**src/rtl/rv_ctrl_pkg.sv**
```systemverilog
// Shared encodings for the multi-cycle RISC-V control path: opcodes, mux selects,
// ALU operations and the main FSM state encoding.
package rv_ctrl_pkg;

    localparam int unsigned STATE_W = 4;
    localparam int unsigned OP_W    = 7;

    localparam logic [OP_W-1:0] OP_LOAD   = 7'b0000011;
    localparam logic [OP_W-1:0] OP_STORE  = 7'b0100011;
    localparam logic [OP_W-1:0] OP_RTYPE  = 7'b0110011;
    localparam logic [OP_W-1:0] OP_ITYPE  = 7'b0010011;
    localparam logic [OP_W-1:0] OP_BRANCH = 7'b1100011;
    localparam logic [OP_W-1:0] OP_JAL    = 7'b1101111;
    localparam logic [OP_W-1:0] OP_JALR   = 7'b1100111;
    localparam logic [OP_W-1:0] OP_LUI    = 7'b0110111;

    localparam logic [2:0] IMM_I = 3'd0;
    localparam logic [2:0] IMM_S = 3'd1;
    localparam logic [2:0] IMM_B = 3'd2;
    localparam logic [2:0] IMM_J = 3'd3;
    localparam logic [2:0] IMM_U = 3'd4;

    localparam logic [1:0] RES_ALUOUT    = 2'b00;
    localparam logic [1:0] RES_DATA      = 2'b01;
    localparam logic [1:0] RES_ALURESULT = 2'b10;
    localparam logic [1:0] RES_IMMEXT    = 2'b11;

    localparam logic [1:0] SRCA_PC    = 2'b00;
    localparam logic [1:0] SRCA_OLDPC = 2'b01;
    localparam logic [1:0] SRCA_RD1   = 2'b10;

    localparam logic [1:0] SRCB_RD2  = 2'b00;
    localparam logic [1:0] SRCB_IMM  = 2'b01;
    localparam logic [1:0] SRCB_FOUR = 2'b10;

    localparam logic [2:0] ALU_ADD = 3'b000;
    localparam logic [2:0] ALU_SUB = 3'b001;
    localparam logic [2:0] ALU_AND = 3'b010;
    localparam logic [2:0] ALU_OR  = 3'b011;
    localparam logic [2:0] ALU_XOR = 3'b100;
    localparam logic [2:0] ALU_SLT = 3'b101;

    // ALU decoder modes: plain add, branch compare, full funct decode
    localparam logic [1:0] ALUOP_ADD    = 2'b00;
    localparam logic [1:0] ALUOP_BRANCH = 2'b01;
    localparam logic [1:0] ALUOP_FUNCT  = 2'b10;

    typedef enum logic [STATE_W-1:0] {
        S_FETCH    = 4'd0,
        S_DECODE   = 4'd1,
        S_MEMADR   = 4'd2,
        S_MEMREAD  = 4'd3,
        S_MEMWB    = 4'd4,
        S_MEMWRITE = 4'd5,
        S_EXECR    = 4'd6,
        S_EXECI    = 4'd7,
        S_ALUWB    = 4'd8,
        S_BRANCH   = 4'd9,
        S_JAL      = 4'd10,
        S_JALR     = 4'd11,
        S_JALR2    = 4'd12,
        S_LUI      = 4'd13
    } state_t;

    // beq/bne use zero, blt/bge use the signed less-than flag
    function automatic logic branch_taken(input logic [2:0] funct3,
                                          input logic zero, input logic lt);
        case (funct3)
            3'b000:  branch_taken = zero;
            3'b001:  branch_taken = !zero;
            3'b100:  branch_taken = lt;
            3'b101:  branch_taken = !lt;
            default: branch_taken = 1'b0;
        endcase
    endfunction

endpackage

```
**src/rtl/rv_alu_decoder.sv**
```systemverilog
// ALU operation decode from aluop mode and funct fields; purely combinational.
module rv_alu_decoder
    import rv_ctrl_pkg::*;
(
    input  logic [1:0] i_aluop,
    input  logic [2:0] i_funct3,
    input  logic       i_funct7_5,
    input  logic       i_op5,
    output logic [2:0] o_alu_control
);

    always_comb begin
        o_alu_control = ALU_ADD;
        case (i_aluop)
            ALUOP_BRANCH: o_alu_control = i_funct3[2] ? ALU_SLT : ALU_SUB;
            ALUOP_FUNCT: begin
                case (i_funct3)
                    // sub only for R-type; I-type has no subi so bit 30 is immediate
                    3'b000:  o_alu_control = (i_funct7_5 && i_op5) ? ALU_SUB : ALU_ADD;
                    3'b010:  o_alu_control = ALU_SLT;
                    3'b100:  o_alu_control = ALU_XOR;
                    3'b110:  o_alu_control = ALU_OR;
                    3'b111:  o_alu_control = ALU_AND;
                    default: o_alu_control = ALU_ADD;
                endcase
            end
            default: o_alu_control = ALU_ADD;
        endcase
    end

endmodule

```
**src/rtl/rv_mc_controller.sv**
```systemverilog
// Main control FSM of the multi-cycle RV32I core (Moore outputs, branch PCWrite Mealy).
// Optional RV_MC_MEM_STALL_EN adds mem_ready to stall FETCH/MEMREAD/MEMWRITE.
module rv_mc_controller
    import rv_ctrl_pkg::*;
#(
    parameter logic [3:0] RESET_STATE = 4'd0
) (
    input  logic       clk,
    input  logic       rst_n,
    input  logic [6:0] op,
    input  logic [2:0] funct3,
    input  logic       funct7_5,
    input  logic       zero,
    input  logic       lt,
`ifdef RV_MC_MEM_STALL_EN
    input  logic       mem_ready,
`endif
    output logic       PCWrite,
    output logic       AdrSrc,
    output logic       MemWrite,
    output logic       IRWrite,
    output logic [1:0] ResultSrc,
    output logic [1:0] ALUSrcA,
    output logic [1:0] ALUSrcB,
    output logic [2:0] ImmSrc,
    output logic [2:0] ALUControl,
    output logic       RegWrite,
    output logic [3:0] state_o
);

    state_t     r_state;
    state_t     w_next_state;
    logic [1:0] w_aluop;
    logic       w_mem_ready;

`ifdef RV_MC_MEM_STALL_EN
    assign w_mem_ready = mem_ready;
`else
    assign w_mem_ready = 1'b1;
`endif

    always_ff @(posedge clk or negedge rst_n) begin
        if (!rst_n) r_state <= state_t'(RESET_STATE);
        else        r_state <= w_next_state;
    end

    always_comb begin
        w_next_state = S_FETCH;
        PCWrite      = 1'b0;
        AdrSrc       = 1'b0;
        MemWrite     = 1'b0;
        IRWrite      = 1'b0;
        ResultSrc    = RES_ALUOUT;
        ALUSrcA      = SRCA_PC;
        ALUSrcB      = SRCB_RD2;
        ImmSrc       = IMM_I;
        w_aluop      = ALUOP_ADD;
        RegWrite     = 1'b0;
        case (r_state)
            S_FETCH: begin
                IRWrite      = w_mem_ready;
                PCWrite      = w_mem_ready;
                ALUSrcB      = SRCB_FOUR;
                ResultSrc    = RES_ALURESULT;
                w_next_state = w_mem_ready ? S_DECODE : S_FETCH;
            end
            S_DECODE: begin
                ALUSrcA = SRCA_OLDPC;
                ALUSrcB = SRCB_IMM;
                if (op == OP_BRANCH)   ImmSrc = IMM_B;
                else if (op == OP_JAL) ImmSrc = IMM_J;
                case (op)
                    OP_LOAD, OP_STORE: w_next_state = S_MEMADR;
                    OP_RTYPE:          w_next_state = S_EXECR;
                    OP_ITYPE:          w_next_state = S_EXECI;
                    OP_BRANCH:         w_next_state = S_BRANCH;
                    OP_JAL:            w_next_state = S_JAL;
                    OP_JALR:           w_next_state = S_JALR;
                    OP_LUI:            w_next_state = S_LUI;
                    default:           w_next_state = S_FETCH;
                endcase
            end
            S_MEMADR: begin
                ALUSrcA      = SRCA_RD1;
                ALUSrcB      = SRCB_IMM;
                ImmSrc       = op[5] ? IMM_S : IMM_I;
                w_next_state = op[5] ? S_MEMWRITE : S_MEMREAD;
            end
            S_MEMREAD: begin
                AdrSrc       = 1'b1;
                w_next_state = w_mem_ready ? S_MEMWB : S_MEMREAD;
            end
            S_MEMWB: begin
                ResultSrc = RES_DATA;
                RegWrite  = 1'b1;
            end
            S_MEMWRITE: begin
                AdrSrc       = 1'b1;
                MemWrite     = w_mem_ready;
                w_next_state = w_mem_ready ? S_FETCH : S_MEMWRITE;
            end
            S_EXECR: begin
                ALUSrcA      = SRCA_RD1;
                w_aluop      = ALUOP_FUNCT;
                w_next_state = S_ALUWB;
            end
            S_EXECI: begin
                ALUSrcA      = SRCA_RD1;
                ALUSrcB      = SRCB_IMM;
                w_aluop      = ALUOP_FUNCT;
                w_next_state = S_ALUWB;
            end
            S_ALUWB: RegWrite = 1'b1;
            S_BRANCH: begin
                ALUSrcA = SRCA_RD1;
                w_aluop = ALUOP_BRANCH;
                PCWrite = branch_taken(funct3, zero, lt);
            end
            S_JAL: begin
                ALUSrcA      = SRCA_OLDPC;
                ALUSrcB      = SRCB_FOUR;
                PCWrite      = 1'b1;
                w_next_state = S_ALUWB;
            end
            S_JALR: begin
                ALUSrcA      = SRCA_RD1;
                ALUSrcB      = SRCB_IMM;
                w_next_state = S_JALR2;
            end
            // ALUOut holds rs1+imm from JALR; ALU meanwhile forms OldPC+4 for the link
            S_JALR2: begin
                ALUSrcA      = SRCA_OLDPC;
                ALUSrcB      = SRCB_FOUR;
                PCWrite      = 1'b1;
                w_next_state = S_ALUWB;
            end
            S_LUI: begin
                ImmSrc    = IMM_U;
                ResultSrc = RES_IMMEXT;
                RegWrite  = 1'b1;
            end
            default: w_next_state = S_FETCH;
        endcase
    end

    rv_alu_decoder u_alu_decoder (
        .i_aluop       (w_aluop),
        .i_funct3      (funct3),
        .i_funct7_5    (funct7_5),
        .i_op5         (op[5]),
        .o_alu_control (ALUControl)
    );

    assign state_o = r_state;

endmodule
```
**config.mk**
```make
export PLATFORM = sky130hd
export DESIGN_NAME = rv_mc_controller
export DESIGN_NICKNAME = d
export VERILOG_FILES = /design/src/rtl/rv_ctrl_pkg.sv /design/src/rtl/rv_alu_decoder.sv /design/src/rtl/rv_mc_controller.sv
export SDC_FILE = /design/constraint.sdc
export NUM_CORES = 1
export LEC_CHECK = 0
export BUFFER_PORTS_ARGS = -buffer_cell sky130_fd_sc_hd__clkbuf_2
export CAP_MARGIN = 20
export CORE_MARGIN = 2
export CORE_UTILIZATION = 45
export DETAILED_ROUTE_END_ITERATION = 12
export GPL_TIMING_DRIVEN = 0
export PLACE_DENSITY = 0.8
export SETUP_SLACK_MARGIN = 0.5
export SLEW_MARGIN = 20
export SYNTH_ARGS = -nofsm -noshare
export SYNTH_HDL_FRONTEND = slang
export SYNTH_SLANG_ARGS = --single-unit
```
**constraint.sdc**
```tcl
create_clock -name clk -period 3.2 [get_ports clk]
set_input_delay 0.32 -clock clk [delete_from_list [all_inputs] [get_ports clk]]
set_output_delay 0.32 -clock clk [all_outputs]
set_load 0.005 [all_outputs]
```
After elaboration in Yosys (flattened, before gate mapping)
Cells that the tools add are included.

Flip-flop bits (word level): 4. Input port bits: 15. Output and inout port bits: 21. Word-level logic and storage cells: 65.

Eq/ne operators: 29. Multiplexer cells: 21. Reduce and logical (&&, ||, !) cells: 14.

Operators with widths (number): case mux 4 bit (7 select lines) (1); == test 4 bit (second input constant) (6); case mux 4 bit (6 select lines) (1); == test 7 x 6 -> 1 bit (second input constant) (3); == test 7 bit (second input constant) (3); == test 4 x 3 -> 1 bit (second input constant) (4); case mux 3 bit (5 select lines) (1); == test 3 bit (second input constant) (4); case mux 2 bit (2 select lines) (3); case mux 3 bit (3 select lines) (1); OR reduction 3 bit (3); == test 4 x 2 -> 1 bit (second input constant) (2); OR reduction 4 bit (2); == test 7 x 2 -> 1 bit (second input constant) (1); == test 7 x 5 -> 1 bit (second input constant) (1); 2-to-1 mux 1 bit (6); 2-to-1 mux 3 bit (2); case mux 2 bit (3 select lines) (1); case mux 3 bit (2 select lines) (1); OR reduction 2 bit (3); OR reduction 5 bit (1); == test 4 x 1 -> 1 bit (second input constant) (1); logical NOT 4 bit (1); 2-to-1 mux 2 bit (2); 9 further kinds (10).

Depth between registers and ports, before layout
Depth after elaboration: 5. Depth in mapped cells: 8.

Cells and area by module
From an unflattened synthesis, not the netlist that was laid out.

Cells, all modules: 91. Area total of the unflattened synthesis: 664.4 um^2.

Modules (own cells, without submodules): rv_mc_controller (instances 1, cells each 77, area each 566.8 um^2); rv_alu_decoder (instances 1, cells each 14, area each 97.6 um^2).

Least setup slack after synthesis
Ideal clock, no wire load.

Path type: register -> output. Start: reg r_state[1], in the netlist state_o[1]. End: out ALUControl[0]. Arrival time: 1.568 ns. Data required time: 2.880 ns. Path slack: 1.312 ns. Stages on the path, launching flop included: 9. Path through: dfrtp_1 buf_4 nand2_1 or2_2 inv_1 ha_1 nor2b_1 o21ai_0 a21oi_1.

Word-level cells in the longest chain between the ends: 5.

RTL lines: start: declaration (RTL line rv_mc_controller.sv:31) `state_t r_state;`; start signal: assignment (RTL line rv_mc_controller.sv:43) `if (!rst_n) r_state <= state_t'(RESET_STATE);`; start signal: assignment (RTL line rv_mc_controller.sv:44) `else r_state <= w_next_state;`; == test 4 x 3 -> 1 bit (RTL line rv_mc_controller.sv:59) `case (r_state)`; OR reduction 2 bit (no line); case mux 2 bit (2 select lines) * (RTL line rv_mc_controller.sv:59); == test 2 bit or == test 2 x 1 -> 1 bit (tied branches) (RTL line rv_alu_decoder.sv:14) `case (i_aluop)`; case mux 3 bit (2 select lines) * (RTL line rv_alu_decoder.sv:14); end: declaration (RTL line rv_mc_controller.sv:26) `output logic [2:0] ALUControl,`.

Every way passes the cells marked *; elsewhere a longest branch is shown, timed or not.

Final worst setup path
Ends and elaborated chain as after synthesis.

==> flow_metrics.env <==
export IMPL_num_io_pins=36
export IMPL_multi_input_area_um2=505
export IMPL_synth_top_area_cell="dfrtp_1"
export IMPL_combPwrFrac_pct=64.4
export IMPL_wl_met3_um=79
export IMPL_yosys_top_cells_area="dfrtp_1 15%, xor2_1 5.2%, nor2b_1 4.6%"
export IMPL_ys_dominant_reg_cell="dfrtp_1"
export IMPL_ctsResizeCount=0
export IMPL_final_util_pct=66.5
export IMPL_routed_via_density=5.51
export IMPL_nets=146
export IMPL_synthCells=89
export IMPL_die_area_um2=1830
export IMPL_p_sw_w=0.000162
export IMPL_insertion_delay_ps=240
export IMPL_htree_num_levels=1
export IMPL_grt_max_degree=11
export IMPL_synthTopCellsByCount="7 x inv_1, 5 x a21oi_1, 5 x buf_2, 5 x nor2b_1, 5 x o21ai_0"
export IMPL_largest_reg_flops=4
export IMPL_wl_per_cell_um=12.2
export IMPL_routabilityCongestion=0.801
export IMPL_syn_area_um2=676
export IMPL_wl_met2_um=904
export IMPL_cts_clk_slew_worst_paths_ps=40
export IMPL_arrival_ps=2040
export IMPL_start_util_pct=50.0
export IMPL_ys_ff_latch=4
export IMPL_ys_warn_count=0
export IMPL_maxSlewHeadroom_pct=77.8
export IMPL_power_share_sequential_pct=19.3
export IMPL_synth_enable_flop_cells=0
export IMPL_die_w_um=42.8
export IMPL_drc=0
export IMPL_powerDensity_nw_per_um2=430
export IMPL_drtIter0Drc=18
export IMPL_finalCriticalPeriod_ps=2360
export IMPL_register_area_um2=100
export IMPL_fin_total_pwr_w=0.000386
export IMPL_clock_sinks=4
export IMPL_internal_power_w=0.000223
export IMPL_n_fill_cell=131
export IMPL_async_flop_share_pct=100
export IMPL_diodes=0
export IMPL_layout_worst_path_cycle_share_pct=73.7
export IMPL_numCtsBuffers=3
export IMPL_highest_layer="met4"
export IMPL_p_leak_nw=0.477
export IMPL_holdBufCountCts=1
export IMPL_grt_pass1_vias=653
export IMPL_grt_overflow_total=0
export IMPL_clockRootBuffer="clkbuf_4"
export IMPL_worstMarginPinSlew_ps=328
export IMPL_crit_path_end_kind="primary output"
export IMPL_cap_violations=0
export IMPL_cts_tree="yes"
export IMPL_postRouteAntennaNets=0
export IMPL_core_area_um2=1350
export IMPL_wl_um=1730
export IMPL_fmax_ghz=0.424
export IMPL_switching_share_pct=42.1
export IMPL_finClkSkew_ps=4.82
export IMPL_rsz0062_at_grt="no"
export IMPL_via_count=782
export IMPL_clkPwrFrac_pct=16.2
export IMPL_min_path_type="input pin to register"
export IMPL_post_cts_setup_buffers=0
export IMPL_tns_ps=0
export IMPL_outcome="completed"
export IMPL_portBuffers=34
export IMPL_ir_drop_uv=239
export IMPL_yosysMostFrequentCell="inv_1"
export IMPL_dr_pass1_iters=4
export IMPL_seq_area_frac_synth_pct=14.8
export IMPL_hold_slack_ps=392
export IMPL_dpl_hpwl_um=1380
export IMPL_num_rows=13
export IMPL_die_h_um=42.8
export IMPL_cts_max_path_buffers=2
export IMPL_crit_fanout=10
export IMPL_slew_viol_final=0
export IMPL_setup_viol=0
export IMPL_netlist_area_leader_share_pct=14.8
export IMPL_antenna_found_initial=0
export IMPL_crit_required_ps=2880
export IMPL_wl_met1_um=741
export IMPL_hold_violations=0
export IMPL_syn2layout_area_growth_pct=32.8
export IMPL_ys_types=41
export IMPL_syn_area_per_cell_um2=7.59
export IMPL_grt_pass1_wl_um=2860
export IMPL_drive_above_1_share_pct=38.6
export IMPL_track_usage_pct=19.8
export IMPL_syn_num_nets=106
export IMPL_critPathLaunchType="register"
export IMPL_crit_type="register to primary output"
[power groups by stage]
stage / Combinational [W] / Sequential (W) / Clock, W
after floorplan: 0.000156 / 0.0000739 / 0
after global placement: 0.000240 / 0.0000750 / 0
after detailed placement: 0.000248 / 0.0000751 / 0
after CTS: 0.000250 / 0.0000744 / 0.0000625
after global routing: 0.000274 / 0.0000772 / 0.0000636
final: 0.000248 / 0.0000745 / 0.0000626
[final cells by class]
cell class,count,share of cell area (%)
Sequential cell,4,11.2
Multi-Input combinational cell,71,56.3
Inverter,7,2.93
Buffer,7,4.88
Tap cell,15,2.09
Timing Repair Buffer,35,20.1
Clock buffer,3,2.51
[placed cells by master (no fill, tap or decap), drive strengths merged, types with 4 or more instances in the layout]
cell and n:
clkbuf 37, inv 7, nor2 5, o21ai 6, a21oi 5, xor2 4
nor2b 5, dfrtp 4, buf 7, nor3b 4
[critical path, stage by stage (launching register included)]
cell	delay, ps
dfrtp_1	460
buf_4	230
nand2_1	60
or2_2	290
inv_1	70
ha_1	150
nor2b_1	170
o21ai_0	100
a21oi_1	150
clkbuf_2	130
[cells by family after synthesis]
family	synth area share, %
AOI/OAI and AO/OA	20.9
xor gates and xnor gates	9.07
adders and majority gates	3.70
buffers and inverters	10.4
DFF	14.8
muxes	1.48
and+or+nand+nor	39.6
[layer usage]
metal,vias up,global-route usage (%)
li1,401,-
met1,353,25.8
met2,26,31.8
met3,2,2.98
met4,0,8.75
met5,-,0
[path summary, 6_finish.rpt]
| check | to | cells after the start | slack (ps) | from |
|---|---|---|---|---|
| hold / removal | state_o[1] | 2 | 390 | op[5] |
| hold reg to reg | state_o[1] | 3 | 700 | state_o[3] |
| setup / recovery | ALUControl[0] | 9 | 840 | state_o[1] |
| max in group asynchronous | state_o[0] | 2 | 2630 | rst_n |
| min in group asynchronous | state_o[1] | 2 | 440 | rst_n |
| setup reg to reg | state_o[3] | 4 | 1700 | state_o[2] |
[through the flow]
step / setup slack, ps / area (um^2) / cells
floorplan: 1310 / 676 / 89
global placement: 1110 / 865 / 138
detailed placement: 1090 / 865 / 138
CTS: 839 / 897 / 142
global route: 703 / 897 / 142
finish: 841 / 897 / 142
Note: power is estimated with default switching activity, not from simulation.
